--- config.mk ---
export PLATFORM = sky130hd
export DESIGN_NAME = castlab_of_deskew_collector
export DESIGN_NICKNAME = d
export VERILOG_FILES = /design/src/rtl/castlab_of_collect_pkg.sv /design/src/rtl/castlab_sync_fifo.sv /design/src/rtl/castlab_of_deskew_collector.sv
export SDC_FILE = /design/constraint.sdc
export NUM_CORES = 1
export LEC_CHECK = 0
export CAP_MARGIN = 15
export CORE_MARGIN = 3
export CORE_UTILIZATION = 50
export CTS_CLUSTER_SIZE = 14
export DETAILED_ROUTE_END_ITERATION = 6
export GPL_TIMING_DRIVEN = 0
export PLACE_DENSITY_LB_ADDON = 0.3
export SLEW_MARGIN = 25
export SYNTH_ARGS = -nofsm -noshare
export SYNTH_HDL_FRONTEND = slang
export SYNTH_SLANG_ARGS = --single-unit
--- constraint.sdc ---
create_clock -name clk -period 10.7 [get_ports clk]
set_clock_uncertainty 0.15 [all_clocks]
set_input_delay 1.605 -clock clk [delete_from_list [all_inputs] [get_ports clk]]
set_output_delay 1.605 -clock clk [all_outputs]
set_load 0.01 [all_outputs]
--- src/rtl/castlab_of_collect_pkg.sv ---
// castlab_of_collect_pkg: shared FSM state type and default sizes for the output-feature deskew collector
package castlab_of_collect_pkg;

    localparam int OF_FIFO_DEPTH_DEF = 8;

    typedef enum logic [1:0] {
        IDLE,
        RUN,
        DRAIN,
        DONE
    } of_coll_state_t;

endpackage

--- src/rtl/castlab_sync_fifo.sv ---
// castlab_sync_fifo: single-clock FIFO; a push while full is accepted only if a pop happens in the same cycle
module castlab_sync_fifo #(
    parameter int WIDTH = 8,
    parameter int DEPTH = 8
) (
    input  logic                     clk,
    input  logic                     rst,
    input  logic                     push,
    input  logic                     pop,
    input  logic [WIDTH-1:0]         wdata,
    output logic [WIDTH-1:0]         rdata,
    output logic                     full,
    output logic                     empty,
    output logic [$clog2(DEPTH):0]   count
);

    localparam int AW = $clog2(DEPTH);

    logic [WIDTH-1:0] mem [DEPTH];
    logic [AW-1:0]    wp;
    logic [AW-1:0]    rp;
    logic             wr_en;
    logic             rd_en;

    assign full  = count == (AW+1)'(DEPTH);
    assign empty = count == '0;
    assign wr_en = push & (~full | pop);
    assign rd_en = pop & ~empty;
    assign rdata = mem[rp];

    // Storage array; only written on an accepted push, never reset.
    always_ff @(posedge clk) begin
        if (wr_en) mem[wp] <= wdata;
    end

    // Pointers wrap naturally because DEPTH is a power of two.
    always_ff @(posedge clk) begin
        if (rst) begin
            wp    <= '0;
            rp    <= '0;
            count <= '0;
        end else begin
            wp    <= wp + AW'(wr_en);
            rp    <= rp + AW'(rd_en);
            count <= count + (AW+1)'(wr_en) - (AW+1)'(rd_en);
        end
    end

endmodule

--- src/rtl/castlab_of_deskew_collector.sv ---
// castlab_of_deskew_collector: realigns skewed systolic-array columns into rows, queues them and tracks the drain.
// Optional build macro CASTLAB_OF_RELU_EN clamps negative samples to zero as rows enter the FIFO.
`ifndef CFG_OF_NUM
`define CFG_OF_NUM 4
`endif
`ifndef CFG_OF_PORT
`define CFG_OF_PORT 2
`endif
`ifndef CFG_OF_BITWIDTH
`define CFG_OF_BITWIDTH 8
`endif
module castlab_of_deskew_collector
    import castlab_of_collect_pkg::*;
#(
    parameter int OF_NUM      = `CFG_OF_NUM,
    parameter int OF_PORT     = `CFG_OF_PORT,
    parameter int OF_BITWIDTH = `CFG_OF_BITWIDTH,
    parameter int FIFO_DEPTH  = OF_FIFO_DEPTH_DEF
) (
    input  logic                                             clk,
    input  logic                                             rst,
    input  logic [OF_NUM-1:0][OF_PORT-1:0][OF_BITWIDTH-1:0]  sa_o_data,
    input  logic [OF_NUM-1:0][OF_PORT-1:0]                   sa_o_valid,
    input  logic                                             sa_done,
    output logic [OF_NUM-1:0][OF_PORT-1:0][OF_BITWIDTH-1:0]  wr_o_data,
    output logic                                             wr_o_valid,
    input  logic                                             wr_i_ready,
    output logic                                             busy,
    output logic                                             done,
    output logic                                             overflow,
    output logic                                             align_err
);

    localparam int W = OF_NUM * OF_PORT * OF_BITWIDTH;

    of_coll_state_t state;

    logic [OF_NUM-1:0][OF_PORT-1:0][OF_BITWIDTH-1:0] dsk_d;
    logic [OF_NUM-1:0][OF_PORT-1:0][OF_BITWIDTH-1:0] row_d;
    logic [OF_NUM-1:0][OF_PORT-1:0]                  dsk_v;
    logic [OF_NUM-1:0]                               col_busy;
    logic [W-1:0]                                    fifo_q;
    logic [$clog2(FIFO_DEPTH):0]                     fifo_count;
    logic                                            fifo_full;
    logic                                            fifo_empty;
    logic                                            row_valid;
    logic                                            row_part;
    logic                                            pop;
    logic                                            clr;
    logic                                            drain_idle;

    for (genvar j = 0; j < OF_NUM; j++) begin : g_col
        localparam int D = OF_NUM - 1 - j;
        if (D == 0) begin : g_pass
            assign dsk_d[j]    = sa_o_data[j];
            assign dsk_v[j]    = sa_o_valid[j];
            assign col_busy[j] = 1'b0;
        end else begin : g_dly
            logic [D-1:0][OF_PORT-1:0][OF_BITWIDTH-1:0] sd;
            logic [D-1:0][OF_PORT-1:0]                  sv;
            // Early columns wait D cycles so they line up with the last column.
            always_ff @(posedge clk) begin
                if (rst) begin
                    sv <= '0;
                end else begin
                    sv[0] <= sa_o_valid[j];
                    sd[0] <= sa_o_data[j];
                    for (int k = 1; k < D; k++) begin
                        sv[k] <= sv[k-1];
                        sd[k] <= sd[k-1];
                    end
                end
            end
            assign dsk_d[j]    = sd[D-1];
            assign dsk_v[j]    = sv[D-1];
            assign col_busy[j] = |sv;
        end
    end

    assign row_valid  = &dsk_v;
    assign row_part   = |dsk_v & ~row_valid;
    assign wr_o_valid = ~fifo_empty;
    assign wr_o_data  = wr_o_valid ? fifo_q : '0;
    assign pop        = wr_o_valid & wr_i_ready;
    assign clr        = (state == IDLE) & |sa_o_valid;
    assign drain_idle = ~|sa_o_valid & ~|col_busy & (fifo_count == '0);

`ifdef CASTLAB_OF_RELU_EN
    // Negative samples are clamped on the way into the FIFO, adding no register stage.
    always_comb begin
        row_d = dsk_d;
        for (int j = 0; j < OF_NUM; j++)
            for (int p = 0; p < OF_PORT; p++)
                row_d[j][p] = dsk_d[j][p][OF_BITWIDTH-1] ? '0 : dsk_d[j][p];
    end
`else
    assign row_d = dsk_d;
`endif

    castlab_sync_fifo #(
        .WIDTH (W),
        .DEPTH (FIFO_DEPTH)
    ) u_fifo (
        .clk   (clk),
        .rst   (rst),
        .push  (row_valid),
        .pop   (pop),
        .wdata (row_d),
        .rdata (fifo_q),
        .full  (fifo_full),
        .empty (fifo_empty),
        .count (fifo_count)
    );

    // Sticky error flags, cleared when a new run starts; a fresh error wins over the clear.
    always_ff @(posedge clk) begin
        if (rst) begin
            overflow  <= 1'b0;
            align_err <= 1'b0;
        end else begin
            overflow  <= (overflow & ~clr) | (row_valid & fifo_full & ~pop);
            align_err <= (align_err & ~clr) | row_part;
        end
    end

    // Run-control FSM with registered busy/done.
    always_ff @(posedge clk) begin
        if (rst) begin
            state <= IDLE;
            busy  <= 1'b0;
            done  <= 1'b0;
        end else begin
            case (state)
                IDLE: if (|sa_o_valid) begin
                    state <= RUN;
                    busy  <= 1'b1;
                end
                RUN: if (sa_done) state <= DRAIN;
                DRAIN: if (drain_idle) begin
                    state <= DONE;
                    done  <= 1'b1;
                end
                DONE: begin
                    state <= IDLE;
                    busy  <= 1'b0;
                    done  <= 1'b0;
                end
                default: state <= IDLE;
            endcase
        end
    end

endmodule
* Word-level counts from Yosys, hierarchy flattened
Memory sizes are Yosys's and may differ from the RTL's. A register that Yosys moved wholly into a read port is not among the register bits. Cells that the tools add are included.
Word-level totals: register bits 124, bits in writable memories 512, input port bits 76, output and inout port bits 69, word-level logic and storage cells 82, memories 1
Operators by class: add/subtract/negate cells 4, equality and inequality tests 7, muxes and demuxes 12, bitwise gates (word level) 19, reductions and logical operators 13
Memories:
- u_fifo.mem | depth 8, bits a word 64, rd ports 1, clocked after Yosys merged registers in 1, wr ports 1, RTL line castlab_sync_fifo.sv:19 | logic [WIDTH-1:0] mem [DEPTH];
Operators with widths (count):
- $mux W64 | 1
- $reduce_or A8 Y1 | 2
- $reduce_or A12 Y1 | 1
- $and A1 B1 Y1 | 11
- $pmux W2 S4 | 1
- $reduce_and A8 Y1 | 1
- $add A3 B1 Y3 | 2
- $mux W2 | 3
- $not A1 Y1 | 5
- $add A4 B1 Y4 | 1
- $eq A2 B2 Y1 const B | 2
- $eq A4 B4 Y1 const B | 1
- $logic_not A4 Y1 | 1
- $mux W1 | 4
- $ne A2 B2 Y1 const B | 2
- $pmux W1 S2 | 2
- $reduce_and A2 Y1 | 2
- $reduce_bool A2 Y1 | 2
- $sub A4 B1 Y4 | 1
- $mux W3 | 1
- $or A1 B1 Y1 | 3
- $reduce_and A3 Y1 | 1
- $eq A2 B1 Y1 const B | 1
- $logic_not A1 Y1 | 2
- other kinds (2) | 2

* Depth between registers and ports, before layout
Gate-level depths: netlist of run 1.
depth after elaboration 7, depth in mapped cells 12, gate-level depth less buffers 12

* Hierarchy
Synthesis of run 1 repeated with hierarchy kept, for this count alone.
Second synthesis, totals: cell total of the unflattened synthesis 1049, area, all modules 23855.4 um^2
Modules (own cells, without submodules):
- castlab_sync_fifo | times used 1, cells each 802, area each 19779.0 um^2
- castlab_of_deskew_collector | times used 1, cells each 247, area each 4076.4 um^2

* Least setup slack after synthesis of run 1
No wires, ideal clock.
path type input to register, from in sa_o_valid[6] (netlist bit), to mem u_fifo.mem[0][0] (netlist bit) (enable), setup time 0.578 ns, data arrival time 7.035 ns, required time 9.972 ns, path slack 2.937 ns, stages 5, path buffers 0, cell sequence nand4_1 or2_1 nor2b_1 nor2b_1 nor3b_1
On the way: word-level cells in the longest chain between the ends 4
RTL lines:
- start, declared | RTL line castlab_of_deskew_collector.sv:23 | input logic [OF_NUM-1:0][OF_PORT-1:0] sa_o_valid,
- $reduce_and A8 Y1 | RTL line castlab_of_deskew_collector.sv:80 | assign row_valid = &dsk_v;
- $and A1 B1 Y1 | RTL line castlab_sync_fifo.sv:27 | assign wr_en = push & (~full | pop);
- $mux W1 | RTL line castlab_sync_fifo.sv:33 | if (wr_en) mem[wp] <= wdata;
- $mux W1 (implied by the code) | RTL line castlab_sync_fifo.sv:33
- end, declared | RTL line castlab_sync_fifo.sv:19
No other way between the ends.

==> flow_summary.toml, run 1 <==
[clocking]
holdBufCountCts = 0
clk_latency_ns = 0.60
cts_tree = "yes"
clk_pin_slew_ns = 0.06
cts-root-buf = "clkbuf_16"
clock-sinks = 636
cts_setup_buffers = 0
htree_levels = 2
clock_path_buffers = 3
cts_made_buffers = 58
cts_resized = 0

[drt]
vias = 10800
wl_per_cell_um = 23.3
avgViaCountPerCell = 5.53
drt-pass1-iter-count = 5
drt_iter0_markers = 979
drt_wl_total_um = 45500
drtAntennaViolNets = 0
remaining_drc_errors = 0

[yosys]
synthMuxAreaShare_pct = 15.0
ys_seq_elements = 636
syn_nets = 1139
synth_warnings = 0
yosys.area_share.simple_pct = 2.68
synth_top_family_by_area = "multiplexers"
synth-compound-area-share_pct = 0.319
ys_top_cells_by_area = "edfxtp_1, mux4_2, mux2i_1, dfxtp_1, nor2_1"
netlist_instances = 1047
synth_area_mm2 = 0.0236
synth_fa_ha_area_share_pct = 0.882
yosysTopAreaCell = "edfxtp_1"
syn_area_per_cell_um2 = 22.5
ys_types = 34
ys_seq_area_share_pct = 79.9
synth_top_area_share_pct = 77.5
synth_xor_area_share_pct = 0.149

[final_layout]
n_fill_cell = 3193
multi_input_area_mm2 = 0.00454
antennaDiodeCount = 0
drive_above_1_share_pct = 21.6
nets = 1395
final_util_pct = 61.3
area_delta_synth_final_pct = 19.6
regArea_mm2 = 0.0188

[sta]
period_minus_slack_ns = 4.94
hold_slack_ns = 0.267
final.setup.tns_ns = 0
slew_violations = 0
rsz0062_at_grt = "no"
min_period_over_period_pct = 46.1
relSlewSlack_pct = 40.7
setup_viol = 0
tightest_slew_ns = 0.889
clock.fmax_mhz = 203
hold_violations = 0

[grt]
grt_overflow_total = 0
grt_pass1_vias = 11200
antenna_found_initial = 1
grt_pass1_wl_um = 69100
grt_usage_pct = 18.5
grt_max_degree = 72

[floorplanning]
rows = 78
initial_core_util_pct = 51.3
core_area_mm2 = 0.0460
die_area_mm2 = 0.0498
io_pins = 145
die_height_um = 223
die_w_um = 223

[worst_setup_path]
endpoint_kind = "output pin"
crit_arrival_ns = 3.18
critPathRequiredTime_ns = 8.95
startpoint_type = "register"
criticalPathCategory = "register to output pin"
crit_fanout = 10
rr_worst_depth = 12

[hold_path]
hold_path_depth = 0
min_path_type = "register to register"

[run]
drv_cap = 0

[power_and_ir_drop]
ir_worst_vdd_mv = 0.124
p_leak_uw = 0.00892
powerDensity_mw_per_mm2 = 219

[place]
hpwl_um = 28900
gp_congestion = 0.711
numPortBuffers = 143

[outcome]
status = "finished clean"
## placed cells by master (no fill, tap or decap), types with 2 or more instances in the layout
master / n
ha_1: 15
or2_1: 2
nand4_1: 2
nor4_4: 2
nor3b_2: 3
nor2_1: 75
clkdlybuf4s50_1: 143
mux2i_1: 66
buf_2: 19
bufinv_16: 3
a21oi_1: 6
buf_6: 11
and2_1: 3
buf_16: 5
edfxtp_1: 608
clkinv_1: 22
nor4_1: 2
buf_1: 5
inv_6: 2
xnor2_1: 4
buf_12: 7
buf_4: 32
nand3_1: 2
dfxtp_1: 28
inv_1: 10
clkbuf_1: 31
mux4_2: 128
nand2_1: 8
and3b_4: 2
clkinv_2: 9
clkbuf_16: 59
nor2b_1: 21
## registers in the layout, indices dropped and copies added, names as in the netlist
name            flops
state               2
u_fifo.rp           3
dsk_d              48
u_fifo.count        4
g_col.g_dly.sv      8
done                1
busy                1
dsk_v               4
u_fifo.mem        512
g_col.g_dly.sd     48
u_fifo.wp           3
overflow            1
align_err           1
## per-layer routing
| metal | wire length, um | part of all wire (%) | global-route usage (%) | vias to the layer above |
|---|---|---|---|---|
| met1 | 19400 | 43 | 26.3 | 5582 |
| li1 | - | - | - | 4794 |
| met3 | 2700 | 5.9 | 2.87 | 88 |
| met4 | 1040 | 2.3 | 5.82 | 2 |
| met5 | 7 | 0.015 | 0 | - |
| met2 | 22400 | 49 | 30.1 | 321 |
## cells in the mapped netlist, drive strengths merged
master    n
edfxtp  608
nor3b     3
nand2     9
or2       2
a221oi    1
and3b     2
o31ai     1
mux2i    66
inv      12
nor3      1
nor2b    22
nor4      5
nand2b    1
xnor2     4
a32o      1
a21oi     6
mux4    128
buf      26
and2      3
nand4     2
nand3     2
ha       15
o21ai     1
a21o      1
fa        1
nor2     76
dfxtp    28
clkbuf   20
## kinds of logic (layout without fill, tap and decap cells)
| family | Yosys count | in the layout |
|---|---|---|
| buf+inv | 58 | 362 |
| mux | 194 | 194 |
| flops | 636 | 636 |
| simple gates | 128 | 128 |
| fa+ha+maj | 16 | 16 |
| compound gates | 11 | 11 |
| xor+xnor | 4 | 4 |
## final timing paths
path	start	to	slack, ns
setup / recovery	u_fifo.rp[1]	wr_o_data[14]	5.76
hold / removal	g_col[0].g_dly.sd[13]	g_col[0].g_dly.sd[29]	0.27
setup reg to reg	u_fifo.count[2]	u_fifo.mem[3][23]	7.23
hold reg to reg	g_col[0].g_dly.sd[13]	g_col[0].g_dly.sd[29]	0.27
## through the flow
step	cell area [um2]	cells	setup WS (ns)	power, uW
6_report	28200	1951	5.76	6170
3_5_place_dp	26400	1843	5.41	4330
4_1_cts	28200	1951	5.72	6260
2_1_floorplan	23600	1047	2.94	3700
3_3_place_gp	25700	1790	-2.63	4320
5_1_grt	28200	1951	5.55	6450
## worst max-delay path, cell delays in order, from the launching register on
cell	delay, ns
dfxtp_1	0.35
buf_2	0.32
clkbuf_1	0.61
mux4_2	0.35
mux2i_1	0.08
nor2_1	0.26
clkdlybuf4s50_1	0.60
## final cells by class
type,count,area share [%]
Clock buffer,71,5.40
Inverter,12,0.178
Multi-Input combinational cell,353,16.1
Tap cell,600,2.66
Clock inverter,37,0.861
Sequential cell,636,66.8
Timing Repair Buffer,196,7.30
Buffer,46,0.728
## power breakdown
part | switching, uW | internal (uW)
registers | 38.9 | 2780
clock network | 850 | 1080
logic | 691 | 735
Note: power is estimated with default switching activity, not from simulation.
==> inputs of run 2 (changes only) <==
==> constraint.sdc (replaced) <==
create_clock -name clk -period 4.3 [get_ports clk]
set_clock_uncertainty 0.15 [all_clocks]
set_input_delay 0.645 -clock clk [delete_from_list [all_inputs] [get_ports clk]]
set_output_delay 0.645 -clock clk [all_outputs]
set_load 0.01 [all_outputs]
==> flow_summary.toml, run 2 (same netlist as run 1, synthesis figures left out) <==
[clocking]
cts_tree = "yes"
clock-sinks = 636
cts_setup_buffers = 0
holdBufCountCts = 0
cts_made_buffers = 59
htree_levels = 2
clk_latency_ns = 0.60
clock_path_buffers = 3
clk_pin_slew_ns = 0.06
cts_resized = 0
cts-root-buf = "clkbuf_16"

[outcome]
status = "finished clean"

[place]
hpwl_um = 28200
place_area_mm2 = 0.0265
pre_cts_slack_ns = 0.154
placed_cells = 1830
gp_congestion = 0.704
numPortBuffers = 143

[final_layout]
multi_input_area_mm2 = 0.00456
area_delta_synth_final_pct = 20.3
layout_common_cells = "edfxtp_1, clkdlybuf4s50_1, mux4_2"
largest_register_ffs = 512
antennaDiodeCount = 0
regArea_mm2 = 0.0188
nets = 1383
n_fill_cell = 3120
top_register = "u_fifo.mem"
instances_no_fill = 1937
layout_commonest_cell = "edfxtp_1"
drive_above_1_share_pct = 21.2
fin_area_mm2 = 0.0284

[grt]
grt_overflow_total = 0
grt_pass1_wl_um = 68600
grt_max_degree = 54
grt_usage_pct = 18.3
antenna_found_initial = 2
grt_pass1_vias = 11200

[hold_path]
hold_path_depth = 0
hold_start = "g_col[0].g_dly.sd[4]"
whs_endpoint = "g_col[0].g_dly.sd[20]"
min_path_type = "register to register"

[sta]
clock.fmax_mhz = 242
relSlewSlack_pct = 36.1
setup_viol = 0
hold_slack_ns = 0.264
period_minus_slack_ns = 4.13
final.setup.tns_ns = 0
slew_violations = 0
min_period_over_period_pct = 96.0
fin_ws_ns = 0.171
rsz0062_at_grt = "no"
tightest_slew_ns = 0.958
hold_violations = 0

[worst_setup_path]
crit_arrival_ns = 3.33
worstReg2RegStart = "u_fifo.count[2]"
endpoint_kind = "output pin"
rr_worst_depth = 11
rr_endpoint = "u_fifo.mem[5][41]"
startpoint_type = "register"
r2r_slack_ns = 0.92
criticalPathCategory = "register to output pin"
crit_fanout = 10
critPathRequiredTime_ns = 3.50

[power_and_ir_drop]
powerDensity_mw_per_mm2 = 553
p_leak_uw = 0.00894
ir_worst_vdd_mv = 0.318

[floorplanning]
die_w_um = 223
die_height_um = 223
io_pins = 145
core_area_mm2 = 0.0460
rows = 78
initial_core_util_pct = 51.3
die_area_mm2 = 0.0498

[drt]
remaining_drc_errors = 0
drt-pass1-iter-count = 5
drt_wl_total_um = 44900
drt_iter0_markers = 839
vias = 10800
drtAntennaViolNets = 0
wl_per_cell_um = 23.2
avgViaCountPerCell = 5.60

[run]
drv_cap = 0
## run 2: how the worst max path moves through the flow
stage,from,endpoint,slack (ns)
floorplan,sa_o_valid[6],u_fifo.mem[3][0],-0.21
global placement,sa_o_valid[6],u_fifo.mem[3][38],-3.63
detailed placement,sa_o_valid[6],u_fifo.mem[5][38],0.15
CTS,u_fifo.count[2],wr_o_data[53],0.19
global route,u_fifo.count[2],wr_o_data[61],0.04
finish,u_fifo.count[2],wr_o_data[61],0.17
## run 2: layout make-up
class | instances | share of cell area (%)
Buffer | 46 | 0.719
Clock buffer | 72 | 5.53
Clock inverter | 35 | 1.16
Inverter | 12 | 0.177
Multi-Input combinational cell | 353 | 16.1
Sequential cell | 636 | 66.4
Tap cell | 600 | 2.65
Timing Repair Buffer | 183 | 7.31
## run 2: per-stage QoR
step / power [uW] / utilization, %
floorplan: 9220 / -
global placement: 10700 / 56.1
detailed placement: 10800 / 57.6
CTS: 15900 / 61.7
global route: 16300 / 61.7
finish: 15700 / 61.7
## run 2: report_power, final
part / switching, uW / internal [uW] / leakage (uW) / total (uW)
Sequential: 97.2 / 6920 / 0.00577 / 7020
Clock: 2110 / 2990 / 0.000936 / 5090
Combinational: 1730 / 1840 / 0.00223 / 3570
## run 2: metal layers
metal / routed length (um) / part of all wire [%] / track usage, % / up-vias
met3: 2960 / 6.6 / 3.64 / 81
li1: - / - / - / 4775
met2: 21200 / 47 / 28.4 / 330
met5: 25 / 0.056 / 0 / -
met4: 1030 / 2.3 / 5.39 / 4
met1: 19700 / 44 / 26.8 / 5659
## run 2: worst max-delay path, stage by stage (launching register included)
cell and delay [ns]:
dfxtp_1 0.30, inv_1 0.10, ha_1 0.16, and2_1 0.18, clkbuf_1 0.52, buf_6 0.25, clkbuf_1 0.52, nor2_1 0.18
clkdlybuf4s50_1 0.52
